$ cat src/rtl/motor_pwm_ctrl.sv
// motor_pwm_ctrl: NUM_CH identical H-bridge channels sharing one PWM timebase.
// Each channel ramps its duty toward the commanded target once per PWM period.
// It ramps down to zero and inserts dead-time before any reversal.
// It drives both bridge inputs high for active braking.
module motor_pwm_ctrl #(
    parameter int NUM_CH    = 2,
    parameter int PWM_W     = 8,
    parameter int PRESCALE  = 4,
    parameter int RAMP_STEP = 8,
    parameter int DEADTIME  = 16,
    localparam int CH_W     = (NUM_CH > 1) ? $clog2(NUM_CH) : 1
) (
    input  logic              clock,
    input  logic              reset,
    input  logic              cmd_valid,
    output logic              cmd_ready,
    input  logic [CH_W-1:0]   cmd_ch,
    input  logic [PWM_W-1:0]  cmd_duty,
    input  logic              cmd_dir,
    input  logic              cmd_brake,
    output logic              cmd_err,
    output logic [NUM_CH-1:0] pwm,
    output logic [NUM_CH-1:0] fwd,
    output logic [NUM_CH-1:0] bwd,
    output logic [NUM_CH-1:0] at_target
);

    localparam int PS_W = (PRESCALE > 1) ? $clog2(PRESCALE) : 1;
    localparam int DT_W = (DEADTIME > 1) ? $clog2(DEADTIME) : 1;
    localparam logic [PWM_W-1:0] STEP      = PWM_W'(RAMP_STEP);
    localparam logic [DT_W-1:0]  DEAD_LOAD = DT_W'(DEADTIME - 1);

    typedef enum logic [1:0] {COAST, RUN, DEAD, BRAKE} state_t;

    // Shared timebase
    logic [PS_W-1:0]  presc;
    logic [PWM_W-1:0] cnt;
    logic             tick;
    logic             pb;

    // Command decode
    logic              accept;
    logic              ch_ok;
    logic [NUM_CH-1:0] hit;

    // Per-channel state
    state_t            state_q    [NUM_CH];
    state_t            state_d    [NUM_CH];
    logic [PWM_W-1:0]  duty_q     [NUM_CH];
    logic [PWM_W-1:0]  duty_d     [NUM_CH];
    logic [PWM_W-1:0]  tgt_duty_q [NUM_CH];
    logic [DT_W-1:0]   dead_q     [NUM_CH];
    logic [DT_W-1:0]   dead_d     [NUM_CH];
    logic [NUM_CH-1:0] dir_q;
    logic [NUM_CH-1:0] dir_d;
    logic [NUM_CH-1:0] tgt_dir_q;
    logic [NUM_CH-1:0] brk_req_q;
    logic [NUM_CH-1:0] go_req_q;
    logic [NUM_CH-1:0] pwm_raw;

    assign tick   = (presc == PS_W'(PRESCALE - 1));
    assign pb     = tick && (cnt == {PWM_W{1'b1}});
    assign accept = cmd_valid && cmd_ready;
    assign ch_ok  = (int'(cmd_ch) < NUM_CH);

    // One ramp step toward goal, clamped so it never overshoots.
    function automatic logic [PWM_W-1:0] ramp(input logic [PWM_W-1:0] cur,
                                              input logic [PWM_W-1:0] goal);
        if (cur < goal) begin
            if ((goal - cur) > STEP) return cur + STEP;
            return goal;
        end
        if ((cur - goal) > STEP) return cur - STEP;
        return goal;
    endfunction

    // One-hot selection of the channel addressed by an accepted, in-range command.
    always_comb begin
        hit = '0;
        for (int i = 0; i < NUM_CH; i++) begin
            hit[i] = accept && ch_ok && (int'(cmd_ch) == i);
        end
    end

    // Prescaler, PWM counter and command handshake flags.
    always_ff @(posedge clock) begin
        if (reset) begin
            presc     <= '0;
            cnt       <= '0;
            cmd_ready <= 1'b0;
            cmd_err   <= 1'b0;
        end else begin
            presc     <= tick ? '0 : presc + 1'b1;
            if (tick) cnt <= cnt + 1'b1;
            cmd_ready <= 1'b1;
            cmd_err   <= accept && !ch_ok;
        end
    end

    // Next-state logic per channel: brake request overrides everything.
    always_comb begin
        for (int i = 0; i < NUM_CH; i++) begin
            // NOTE: every output of this block gets a default first; a branch that
            // skipped one would otherwise infer a latch.
            state_d[i] = state_q[i];
            duty_d[i]  = duty_q[i];
            dir_d[i]   = dir_q[i];
            dead_d[i]  = dead_q[i];
            if (brk_req_q[i]) begin
                state_d[i] = BRAKE;
                duty_d[i]  = '0;
            end else begin
                case (state_q[i])
                    COAST: if (tgt_duty_q[i] != '0) begin
                        state_d[i] = RUN;
                        dir_d[i]   = tgt_dir_q[i];
                        duty_d[i]  = '0;
                    end
                    BRAKE: if (go_req_q[i]) begin
                        state_d[i] = DEAD;
                        dead_d[i]  = DEAD_LOAD;
                    end
                    DEAD: if (dead_q[i] == '0) begin
                        dir_d[i]   = tgt_dir_q[i];
                        state_d[i] = (tgt_duty_q[i] != '0) ? RUN : COAST;
                    end else begin
                        dead_d[i]  = dead_q[i] - 1'b1;
                    end
                    RUN: if (pb) begin
                        if (tgt_dir_q[i] != dir_q[i]) begin
                            // Reversal pending: ramp to zero, then open the bridge.
                            if (duty_q[i] == '0) begin
                                state_d[i] = DEAD;
                                dead_d[i]  = DEAD_LOAD;
                            end else begin
                                duty_d[i]  = ramp(duty_q[i], {PWM_W{1'b0}});
                            end
                        end else if (duty_q[i] == '0 && tgt_duty_q[i] == '0) begin
                            state_d[i] = COAST;
                        end else begin
                            duty_d[i]  = ramp(duty_q[i], tgt_duty_q[i]);
                        end
                    end
                    default: ;
                endcase
            end
        end
    end

    // Channel registers: state, duty, direction, targets, dead counter, request flags.
    always_ff @(posedge clock) begin
        if (reset) begin
            // NOTE: these per-channel arrays are a handful of flops, not RAM, so they
            // take an explicit reset like any other register.
            for (int i = 0; i < NUM_CH; i++) begin
                state_q[i]    <= COAST;
                duty_q[i]     <= '0;
                tgt_duty_q[i] <= '0;
                dead_q[i]     <= '0;
            end
            dir_q     <= '0;
            tgt_dir_q <= '0;
            brk_req_q <= '0;
            go_req_q  <= '0;
            pwm_raw   <= '0;
        end else begin
            // NOTE: non-blocking assignments make every register see pre-edge values,
            // so a same-cycle command cannot disturb the ramp step it coincides with.
            for (int i = 0; i < NUM_CH; i++) begin
                state_q[i] <= state_d[i];
                duty_q[i]  <= duty_d[i];
                dead_q[i]  <= dead_d[i];
                pwm_raw[i] <= (duty_q[i] > cnt);
                brk_req_q[i] <= hit[i] && cmd_brake;
                go_req_q[i]  <= hit[i] && !cmd_brake;
                if (hit[i] && !cmd_brake) begin
                    tgt_duty_q[i] <= cmd_duty;
                    tgt_dir_q[i]  <= cmd_dir;
                end
            end
            dir_q <= dir_d;
        end
    end

    // Bridge and status outputs decoded from the registered channel state.
    always_comb begin
        pwm       = '0;
        fwd       = '0;
        bwd       = '0;
        at_target = '0;
        for (int i = 0; i < NUM_CH; i++) begin
            pwm[i]       = pwm_raw[i] && (state_q[i] == RUN);
            fwd[i]       = (state_q[i] == RUN && !dir_q[i]) || (state_q[i] == BRAKE);
            bwd[i]       = (state_q[i] == RUN &&  dir_q[i]) || (state_q[i] == BRAKE);
            at_target[i] = (duty_q[i] == tgt_duty_q[i]) &&
                           (state_q[i] == RUN || state_q[i] == COAST);
        end
    end

endmodule

$ cat config.mk
export PLATFORM = sky130hd
export DESIGN_NAME = motor_pwm_ctrl
export DESIGN_NICKNAME = d
export VERILOG_FILES = /design/src/rtl/motor_pwm_ctrl.sv
export SDC_FILE = /design/constraint.sdc
export NUM_CORES = 1
export LEC_CHECK = 0
export ABC_AREA = 1
export CAP_MARGIN = 5
export CORE_ASPECT_RATIO = 0.8
export CORE_UTILIZATION = 56
export CTS_CLUSTER_DIAMETER = 40
export DETAILED_ROUTE_END_ITERATION = 6
export PLACE_DENSITY = 0.77
export RECOVER_POWER = 100
export SLEW_MARGIN = 20
export SYNTH_ARGS = -nofsm -noshare
export SYNTH_HDL_FRONTEND = slang
export SYNTH_SLANG_ARGS = --single-unit
$ cat constraint.sdc
create_clock -name clock -period 2.1 [get_ports clock]
set_input_delay 0.21 -clock clock [delete_from_list [all_inputs] [get_ports clock]]
set_output_delay 0.21 -clock clock [all_outputs]
set_load 0.05 [all_outputs]
**Yosys cells after proc, flatten, opt, wreduce, memory -nomap -nowiden**

Memories as Yosys holds them, arrays and structs flattened.
Cells that the tools add are included.

- Flip-flop bits (word level): 21
- Memory bits (writable): 44
- Output and inout port bits: 10
- Word-level logic and storage cells: 286
- Memories: 4

Memories:

| memory | depth | bits a word | read ports | clocked after Yosys merged registers in | write ports | line | text |
|---|---|---|---|---|---|---|---|
| duty_q | 2 | 8 | 2 | 0 | 2 | 49 | `logic [PWM_W-1:0] duty_q [NUM_CH];` |
| tgt_duty_q | 2 | 8 | 2 | 0 | 2 | 51 | `logic [PWM_W-1:0] tgt_duty_q [NUM_CH];` |
| dead_q | 2 | 4 | 2 | 0 | 2 | 52 | `logic [DT_W-1:0] dead_q [NUM_CH];` |
| state_q | 2 | 2 | 2 | 0 | 2 | 47 | `state_t state_q [NUM_CH];` |

- Add/sub/neg operators: 14
- Magnitude comparators: 14
- Equal/unequal tests: 16
- Mux-type cells: 175
- Bitwise gates (word level): 11
- Reduce and logical (&&, ||, !) cells: 42

Operators with widths:

| cell | number |
|---|---|
| 2-to-1 mux 8 bit | 40 |
| 2-to-1 mux 1 bit | 95 |
| greater-than comparator 8 x 4 -> 1 bit, second input constant | 8 |
| 2-to-1 mux 4 bit | 14 |
| 2-to-1 mux 2 bit | 18 |
| zero test 8 bit | 4 |
| one-hot mux 8 bit (2 select lines) | 2 |
| subtractor 8 bit | 4 |
| one-hot mux 4 bit (3 select lines) | 2 |
| logical AND 1 bit | 18 |
| adder 8 x 4 -> 8 bit, second input constant | 2 |
| == test 8 bit | 2 |
| greater-than comparator 8 bit | 2 |
| < comparator 8 x 1 -> 1 bit, second input constant | 2 |
| < comparator 8 bit | 2 |
| one-hot mux 2 bit (4 select lines) | 2 |
| nonzero test 8 bit | 2 |
| subtractor 1 x 8 -> 8 bit, first input constant | 2 |
| subtractor 8 x 4 -> 8 bit, second input constant | 2 |
| == test 2 bit, second input constant | 5 |
| adder 8 x 1 -> 8 bit, second input constant | 1 |
| == test 8 bit, second input constant | 1 |
| zero test 4 bit | 2 |
| != test 2 bit, second input constant | 4 |
| other kinds (13) | 36 |

**Logic depth before layout (Yosys ltp)**

Gate-level depths: netlist of the first run.
An unclocked memory read counts as a cell.

- Word-level depth: 22
- Gate-level depth with buffers: 18
- Gate-level depth less buffers: 18

**Worst setup path after synthesis of the first run**

OpenSTA, ideal clock, no wires.

- Path kind: reg-to-output
- Start point: mem tgt_duty_q[1][7] (netlist: tgt_duty_q[0][15])
- End point: out at_target[1]
- Arrival: 2.541 ns
- Data required time: 1.890 ns
- Slack: -0.651 ns
- Cell stages (with the launch flop): 7
- Buffers on the path: 0
- Cells stage by stage: edfxtp_1 inv_1 ha_1 inv_1 nor3_1 inv_1 nor4_1

RTL lines:

| element | line | text |
|---|---|---|
| start: declaration | 51 |  |
| end: declaration | 25 | `output logic [NUM_CH-1:0] at_target` |

==> results of run 1 <==
[repair_timing]
item / in CTS / in global routing
resized for setup: 75 / 96
buffers inserted: 9 / 13
setup endpoints to repair: 18 / 28
pin swaps: 28 / 55
[synth_stat cells, types with 3 or more instances]
library cell / instances
sky130_fd_sc_hd__nor4_1: 5
sky130_fd_sc_hd__xor2_1: 15
sky130_fd_sc_hd__o21ai_1: 4
sky130_fd_sc_hd__a211oi_1: 3
sky130_fd_sc_hd__nand3_1: 70
sky130_fd_sc_hd__inv_1: 141
sky130_fd_sc_hd__ha_1: 55
sky130_fd_sc_hd__dfxtp_1: 49
sky130_fd_sc_hd__nand3b_1: 3
sky130_fd_sc_hd__clkbuf_1: 4
sky130_fd_sc_hd__nand2_4: 5
sky130_fd_sc_hd__nand2_1: 215
sky130_fd_sc_hd__nor3_1: 15
sky130_fd_sc_hd__edfxtp_1: 16
sky130_fd_sc_hd__nand3_2: 6
sky130_fd_sc_hd__nor2_4: 6
sky130_fd_sc_hd__inv_2: 11
sky130_fd_sc_hd__nor2_1: 63
sky130_fd_sc_hd__nor2_2: 12
sky130_fd_sc_hd__nand4_1: 26
sky130_fd_sc_hd__a21oi_1: 63
sky130_fd_sc_hd__nand2_2: 8
sky130_fd_sc_hd__o21ai_0: 27
[cell families after synthesis]
logic type               count (synthesis)
AO/OA/AOI/OAI                          112
XOR/XNOR                                17
adder cells (fa/ha/maj)                 57
buffers and inverters                  161
flip-flops                              65
other                                    1
AND/OR/NAND/NOR                        444
[worst paths after layout]
check	endpoint	cells past startpoint	startpoint
min	presc[0]	1	presc[0]
max	duty_q[0][4]	14	tgt_duty_q[0][1]
min reg2reg	presc[0]	1	presc[0]
max reg2reg	duty_q[0][4]	14	tgt_duty_q[0][1]
[power by group through the flow]
stage               registers, mW  logic, mW  clock network [mW]
global route                 1.84       8.51                1.51
global placement             1.75       6.04                   0
detailed placement           1.76       6.25                   0
finish                       1.81       7.94                1.46
CTS                          1.78       6.77                1.46
floorplan                    1.78       4.49                   0
[state kept, by name, indices dropped and copies added (netlist names)]
register	cells
duty_q	16
tgt_duty_q	16
cnt	8
dead_q	8
state_q	4
brk_req_q	2
dir_q	2
go_req_q	2
presc	2
pwm_raw	2
tgt_dir_q	2
cmd_ready	1
[cells in the final DEF (no fill, tap or decap), types with 3 or more instances in the layout]
cell type                           n
sky130_fd_sc_hd__nand2_1          175
sky130_fd_sc_hd__inv_1            116
sky130_fd_sc_hd__buf_4             80
sky130_fd_sc_hd__nand3_1           62
sky130_fd_sc_hd__nor2_1            60
sky130_fd_sc_hd__a21oi_1           47
sky130_fd_sc_hd__nand2_2           42
sky130_fd_sc_hd__dfxtp_1           41
sky130_fd_sc_hd__inv_2             36
sky130_fd_sc_hd__ha_1              36
sky130_fd_sc_hd__nand4_1           26
sky130_fd_sc_hd__o21ai_0           23
sky130_fd_sc_hd__a21oi_2           17
sky130_fd_sc_hd__edfxtp_1          16
sky130_fd_sc_hd__xor2_1            15
sky130_fd_sc_hd__nor2_4            14
sky130_fd_sc_hd__ha_4              14
sky130_fd_sc_hd__nor3_1            13
sky130_fd_sc_hd__nand3_2           12
sky130_fd_sc_hd__clkdlybuf4s50_1   12
sky130_fd_sc_hd__nand2_4           11
sky130_fd_sc_hd__clkbuf_1          10
sky130_fd_sc_hd__clkbuf_16          9
sky130_fd_sc_hd__dfxtp_2            8
sky130_fd_sc_hd__nor2_2             7
sky130_fd_sc_hd__buf_6              7
sky130_fd_sc_hd__o21ai_1            6
sky130_fd_sc_hd__ha_2               5
sky130_fd_sc_hd__nor3_4             3
sky130_fd_sc_hd__o21ai_2            3
sky130_fd_sc_hd__nand3_4            3
sky130_fd_sc_hd__nand3b_1           3
sky130_fd_sc_hd__a211oi_1           3
[worst max-delay path: cells and delay by family (launching register included)]
| kind | cells | cell delay [ns] |
|---|---|---|
| DFF | 1 | 0.38 |
| buffers and inverters | 3 | 0.35 |
| adders and majority gates | 1 | 0.42 |
| AOI/OAI and AO/OA | 2 | 0.22 |
| and+or+nand+nor | 8 | 0.81 |
[metrics by stage]
stage | setup WS (ns) | TNS, ns | util | power (mW)
2_1_floorplan | 0.0640 | 0 | - | 6.27
3_3_place_gp | -0.0723 | -0.889 | 0.674 | 7.78
3_5_place_dp | -0.156 | -1.99 | 0.674 | 8.01
4_1_cts | -0.0360 | -0.0601 | 0.742 | 10.0
5_1_grt | -0.285 | -4.31 | 0.777 | 11.9
6_report | -0.203 | -2.08 | 0.777 | 11.2
[cell type report]
| type | instances | area, sq um |
|---|---|---|
| clock inverter | 6 | 58.8 |
| timing repair buffer | 112 | 893 |
| multi-input combinational | 631 | 4170 |
| tap | 136 | 170 |
| fill | 635 | 2170 |
| clock buffer | 10 | 229 |
| sequential | 65 | 1470 |
| inverter | 152 | 571 |
[metal layers]
metal	part of all wire	routed length, um
met1	0.41	7740
met2	0.45	8660
met3	0.094	1790
met4	0.046	875
met5	0	0
==> results.sh, run 1 <==
export IMPL_status="finished with violations"
export IMPL_violations_in_the_final_reports="negative setup slack"
export IMPL_max_stage_delay_ns=0.42
export IMPL_clk_latency_ns=0.33
export IMPL_worstPathRequired_ns=2.31
export IMPL_power_density_nw_per_um2=1480
export IMPL_critical_path_cell_chain="inv_2 -> buf_6 -> fa_2 -> o21ai_2 -> nand3_1 -> nand2_1 -> nand2_2 -> nor2_4 -> nand3_2 -> nand2_4 -> buf_4 -> nand2_2 -> nand3_2 -> a21oi_2"
export IMPL_worstSetupPathType="flop to flop"
export IMPL_fin_nets=1042
export IMPL_cts_sinks=65
export IMPL_antenna_diode_count=0
export IMPL_synth_unique_cells=48
export IMPL_detailedPlacementHpwl_mm=12.4
export IMPL_drt_wl_total_mm=19.1
export IMPL_boundaryPins=24
export IMPL_post_synth_mux_area_share=0
export IMPL_cp_data_arrival_time_ns=2.52
export IMPL_ctsHtreeMaxLevel=3
export IMPL_timing_final_ws_setup_ns=-0.203
export IMPL_grt_start_max_net_pins=15
export IMPL_synthSimpleGateAreaFrac=0.367
export IMPL_asyncSetResetFlopFracSynth=0
export IMPL_power_combinational_fraction=0.708
export IMPL_drcViolationCount=0
export IMPL_total_leakage_power_nw=3.53
export IMPL_share_of_cells_above_drive_strength_1=0.298
export IMPL_floorplan_rows=32
export IMPL_timing_max_slew_rel_slack=0.524
export IMPL_maximum_capacitance_violations=0
export IMPL_worst_pin_slew_ns=0.714
export IMPL_dominantRegCellSynth="sky130_fd_sc_hd__dfxtp_1"
export IMPL_number_of_buffers_inserted_during_clock_tree_synthesis=9
export IMPL_final_area_sq_um=7560
export IMPL_clk_transition_reported_paths_ns=0.06
export IMPL_power_clock_fraction=0.130
export IMPL_first_global_vias=6017
export IMPL_ir_drop_v=0.000946
export IMPL_drt_pass1_iterations=6
export IMPL_synth_edff_count=16
export IMPL_grt_first_pass_wirelength_mm=27.4
export IMPL_switching_share_of_power=0.517
export IMPL_drt_initial_drc_count=909
export IMPL_clock_root_buffer="sky130_fd_sc_hd__clkbuf_16"
export IMPL_synthesis_area_per_instance_sq_um=6.62
export IMPL_grt_antenna_before_repair=0
export IMPL_grt_util_all_layers=0.328
export IMPL_synth_to_layout_area_growth_pct=33.2
export IMPL_clock_tree_from_tritoncts="done"
export IMPL_combinational_family_with_the_most_area_after_synthesis="simple AND/OR/NAND/NOR gates"
export IMPL_synth_compound_area_frac=0.108
export IMPL_use_met3=0.0549
export IMPL_vias_per_cell=5.91
export IMPL_min_period_over_period=1.10
export IMPL_syn_nets=928
export IMPL_clock_tree_skew_after_final_layout_ns=0.00454
export IMPL_starting_utilization_of_the_core_area=0.583
export IMPL_synth_yosys_seq_area_share=0.258
export IMPL_hold_violations=0
export IMPL_post_synth_fa_ha_maj_area_fraction=0.128
export IMPL_num_vias=6573
export IMPL_finalCriticalPeriod_ns=2.30
export IMPL_die_height_um=92.0
export IMPL_final_cells=1112
export IMPL_numPlacedInstances=1075
export IMPL_crit_path_top_delay_cell="sky130_fd_sc_hd__fa_2"
export IMPL_post_synth_xor_area_fraction=0.0276
export IMPL_postRouteAntennaNets=0
export IMPL_core_area_sq_um=9730
export IMPL_post_drt_wl_per_cell_um=17.1
export IMPL_width_of_the_die_um=115
export IMPL_grtUsageMet1=0.427
export IMPL_gr_usage_met2=0.538
export IMPL_r2r_slack_ns=-0.20
export IMPL_ys_ff_latch=65
export IMPL_internal_power_mw=5.42
export IMPL_critPathCaptureType="flop"
export IMPL_hold_slack_ns=0.436
export IMPL_global_route_peak_usage_layer="met2"
export IMPL_finalMaxSlewViolations=0
export IMPL_crit_path_start_kind="flop"
export IMPL_max_clk_rate_mhz=434
export IMPL_hold_class="flop to flop"
export IMPL_globalplace_congestion=0.975
export IMPL_synth_top_cell_area_share=0.173
export IMPL_synth_area_sq_um=5670
export IMPL_rsz0062_at_grt="yes"
export IMPL_synthesis_yosys_warnings=0
export IMPL_cts_hold_buffers=0
export IMPL_cts_buffer_depth=2
export IMPL_critical_path_peak_fanout=8
export IMPL_floorplan_die_area_sq_um=10500
export IMPL_synthCells=857
export IMPL_postPlaceCellArea_sq_um=6560
export IMPL_grt_overflow_total=0
export IMPL_sequentialPowerShare=0.162
export IMPL_net_switching_power_mw=5.80
export IMPL_yosys_top_cells_area="sky130_fd_sc_hd__dfxtp_1 17%, sky130_fd_sc_hd__nand2_1 14%, sky130_fd_sc_hd__ha_1 12%"
export IMPL_buffer_ports_inserted=22
export IMPL_number_of_setup_violations_in_the_final_report=17
export IMPL_post_synth_top_area_cell="sky130_fd_sc_hd__dfxtp_1"
Note: power is estimated with default switching activity, not from simulation.
==> inputs of run 2 (changes only) <==
==> constraint.sdc (replaced) <==
create_clock -name clock -period 2.1 [get_ports clock]
set_input_delay 0.42 -clock clock [delete_from_list [all_inputs] [get_ports clock]]
set_output_delay 0.42 -clock clock [all_outputs]
set_load 0.05 [all_outputs]
==> results.sh, run 2 (synthesis results as in run 1) <==
export IMPL_detailedPlacementHpwl_mm=12.1
export IMPL_globalplace_congestion=0.914
export IMPL_first_global_vias=6044
export IMPL_final_area_sq_um=7960
export IMPL_power_density_nw_per_um2=1540
export IMPL_drt_initial_drc_count=1086
export IMPL_timing_max_slew_rel_slack=0.566
export IMPL_sequentialPowerShare=0.151
export IMPL_drt_wl_total_mm=21.5
export IMPL_worstPathRequired_ns=2.37
export IMPL_clk_latency_ns=0.34
export IMPL_hold_slack_ns=0.430
export IMPL_cp_depth=14
export IMPL_clk_transition_reported_paths_ns=0.06
export IMPL_max_stage_delay_ns=0.44
export IMPL_max_clk_rate_mhz=418
export IMPL_largestRegisters="duty_q: 16 flops, tgt_duty_q: 16 flops"
export IMPL_crit_path_top_delay_cell="sky130_fd_sc_hd__edfxtp_1"
export IMPL_floorplan_die_area_sq_um=10500
export IMPL_core_area_sq_um=9730
export IMPL_starting_utilization_of_the_core_area=0.583
export IMPL_clock_tree_skew_after_final_layout_ns=0.00861
export IMPL_share_of_cells_above_drive_strength_1=0.342
export IMPL_ctsHtreeMaxLevel=3
export IMPL_switching_share_of_power=0.519
export IMPL_cts_buffer_depth=2
export IMPL_grt_first_pass_wirelength_mm=29.3
export IMPL_fin_total_pwr_mw=12.2
export IMPL_finish_utilization=0.818
export IMPL_ff2ff_path_depth=14
export IMPL_clock_root_buffer="sky130_fd_sc_hd__clkbuf_16"
export IMPL_finalMaxSlewViolations=0
export IMPL_fin_nets=1053
export IMPL_final_cell_mix="163 x sky130_fd_sc_hd__nand2_1, 112 x sky130_fd_sc_hd__inv_1, 86 x sky130_fd_sc_hd__buf_4"
export IMPL_status="finished with violations"
export IMPL_boundaryPins=24
export IMPL_postRouteAntennaNets=0
export IMPL_cts_hold_buffers=0
export IMPL_floorplan_rows=32
export IMPL_number_of_buffers_inserted_during_clock_tree_synthesis=9
export IMPL_postPlaceCellArea_sq_um=6590
export IMPL_crit_path_start_kind="flop"
export IMPL_maximum_capacitance_violations=0
export IMPL_internal_power_mw=5.89
export IMPL_critical_path_peak_fanout=8
export IMPL_post_drt_wl_per_cell_um=19.1
export IMPL_cp_num_buf_inv=2
export IMPL_mostFrequentLayoutCell="sky130_fd_sc_hd__nand2_1"
export IMPL_r2r_slack_ns=-0.29
export IMPL_cpMostUsedCell="sky130_fd_sc_hd__nand2_1"
export IMPL_crit_reg2reg_capture="duty_q[0][0]"
export IMPL_cts_sinks=65
export IMPL_antenna_diode_count=0
export IMPL_num_vias=6893
export IMPL_ir_drop_v=0.000881
export IMPL_drcViolationCount=0
export IMPL_worstSetupPathType="flop to flop"
export IMPL_final_cells=1123
export IMPL_width_of_the_die_um=115
export IMPL_cp_data_arrival_time_ns=2.66
export IMPL_min_period_over_period=1.14
export IMPL_hold_class="flop to flop"
export IMPL_grt_antenna_before_repair=0
export IMPL_critPathCaptureType="flop"
export IMPL_clock_tree_from_tritoncts="done"
export IMPL_setup_tns_final_ns=-3.99
export IMPL_worst_pin_slew_ns=0.651
export IMPL_grt_overflow_total=0
export IMPL_critPathTopFamily="simple AND/OR/NAND/NOR gates"
export IMPL_timing_final_ws_setup_ns=-0.290
export IMPL_startpoint="tgt_duty_q[0][3]"
export IMPL_number_of_setup_violations_in_the_final_report=22
export IMPL_net_switching_power_mw=6.34
export IMPL_grt_util_all_layers=0.352
export IMPL_power_combinational_fraction=0.717
export IMPL_drt_pass1_iterations=7
export IMPL_place_ws_ns=-0.172
export IMPL_hold_violations=0
export IMPL_numPlacedInstances=1071
export IMPL_critical_path_cell_chain="buf_4 -> ha_1 -> nand2_1 -> nand2_1 -> a21oi_2 -> nand2_1 -> nand2_1 -> nand2_1 -> nor2_4 -> nand3_4 -> nand2_8 -> buf_6 -> nand4_1 -> a21oi_1"
export IMPL_worstSetupEndpoint="duty_q[0][0]"
export IMPL_vias_per_cell=6.14
export IMPL_grt_start_max_net_pins=15
export IMPL_buffer_ports_inserted=22
export IMPL_rr_startpoint="tgt_duty_q[0][3]"
export IMPL_total_leakage_power_nw=3.72
export IMPL_finalCriticalPeriod_ns=2.39
export IMPL_synth_to_layout_area_growth_pct=40.3
export IMPL_power_clock_fraction=0.132
export IMPL_rsz0062_at_grt="yes"
export IMPL_die_height_um=92.0
export IMPL_violations_in_the_final_reports="negative setup slack"
## run 2: cell types whose count changed in the layout (fill, tap and decap cells not counted), moves of 4 or more
cell / delta
sky130_fd_sc_hd__buf_4: +6
sky130_fd_sc_hd__buf_6: +5
sky130_fd_sc_hd__clkbuf_1: -7
sky130_fd_sc_hd__inv_1: -4
sky130_fd_sc_hd__inv_4: +6
sky130_fd_sc_hd__nand2_1: -12
sky130_fd_sc_hd__nand2_2: +6
sky130_fd_sc_hd__nand2_4: +4
sky130_fd_sc_hd__nand3_1: -6
sky130_fd_sc_hd__nand3_2: +4
## run 2: how the worst min path moves through the flow
| stage | startpoint | endpoint | slack (ns) | depth (start not counted) |
|---|---|---|---|---|
| global placement | presc[0] | presc[0] | 0.41 | 1 |
| floorplan | presc[0] | presc[0] | 0.40 | 1 |
| finish | presc[0] | presc[0] | 0.43 | 1 |
| global route | presc[0] | presc[0] | 0.44 | 1 |
| CTS | presc[0] | presc[0] | 0.43 | 1 |
| detailed placement | presc[0] | presc[0] | 0.42 | 1 |
## run 2: timing repair
item                       4_1_cts  5_1_grt
pin swaps                       46       60
hold endpoints to repair         0        0
setup buffers                   18       18
setup endpoints to repair       18       28
gates resized for setup         94      133
## run 2: area by class of cell
cell class              instances  area, sq um
multi-input cells             631         4360
fillers                       555         1770
flip-flops and latches         65         1480
repair buffers                123         1060
inverters                     152          581
clock buffers                  10          250
well taps                     136          170
clock inverters                 6         62.6
## run 2: power by group through the flow
| stage | Combinational [mW] | Clock, mW | Sequential (mW) |
|---|---|---|---|
| 2_1_floorplan | 4.49 | 0 | 1.78 |
| 3_3_place_gp | 6.09 | 0 | 1.76 |
| 3_5_place_dp | 6.30 | 0 | 1.77 |
| 4_1_cts | 7.05 | 1.59 | 1.79 |
| 5_1_grt | 9.28 | 1.66 | 1.86 |
| 6_report | 8.77 | 1.62 | 1.85 |
## run 2: routing by layer
layer	global-route usage	wire, um	part of all wire	vias to the layer above
met5	0	0	0	-
met2	0.569	9460	0.44	563
met3	0.0601	2300	0.11	143
li1	-	-	-	3040
met1	0.471	8480	0.39	3147
met4	0.130	1240	0.058	0
==> inputs of run 3 (changes only) <==
Settings changed: SLEW_MARGIN 20 to default.
==> results of run 3 <==
The final DEF is identical to that of run 2; final timing and power are the same.
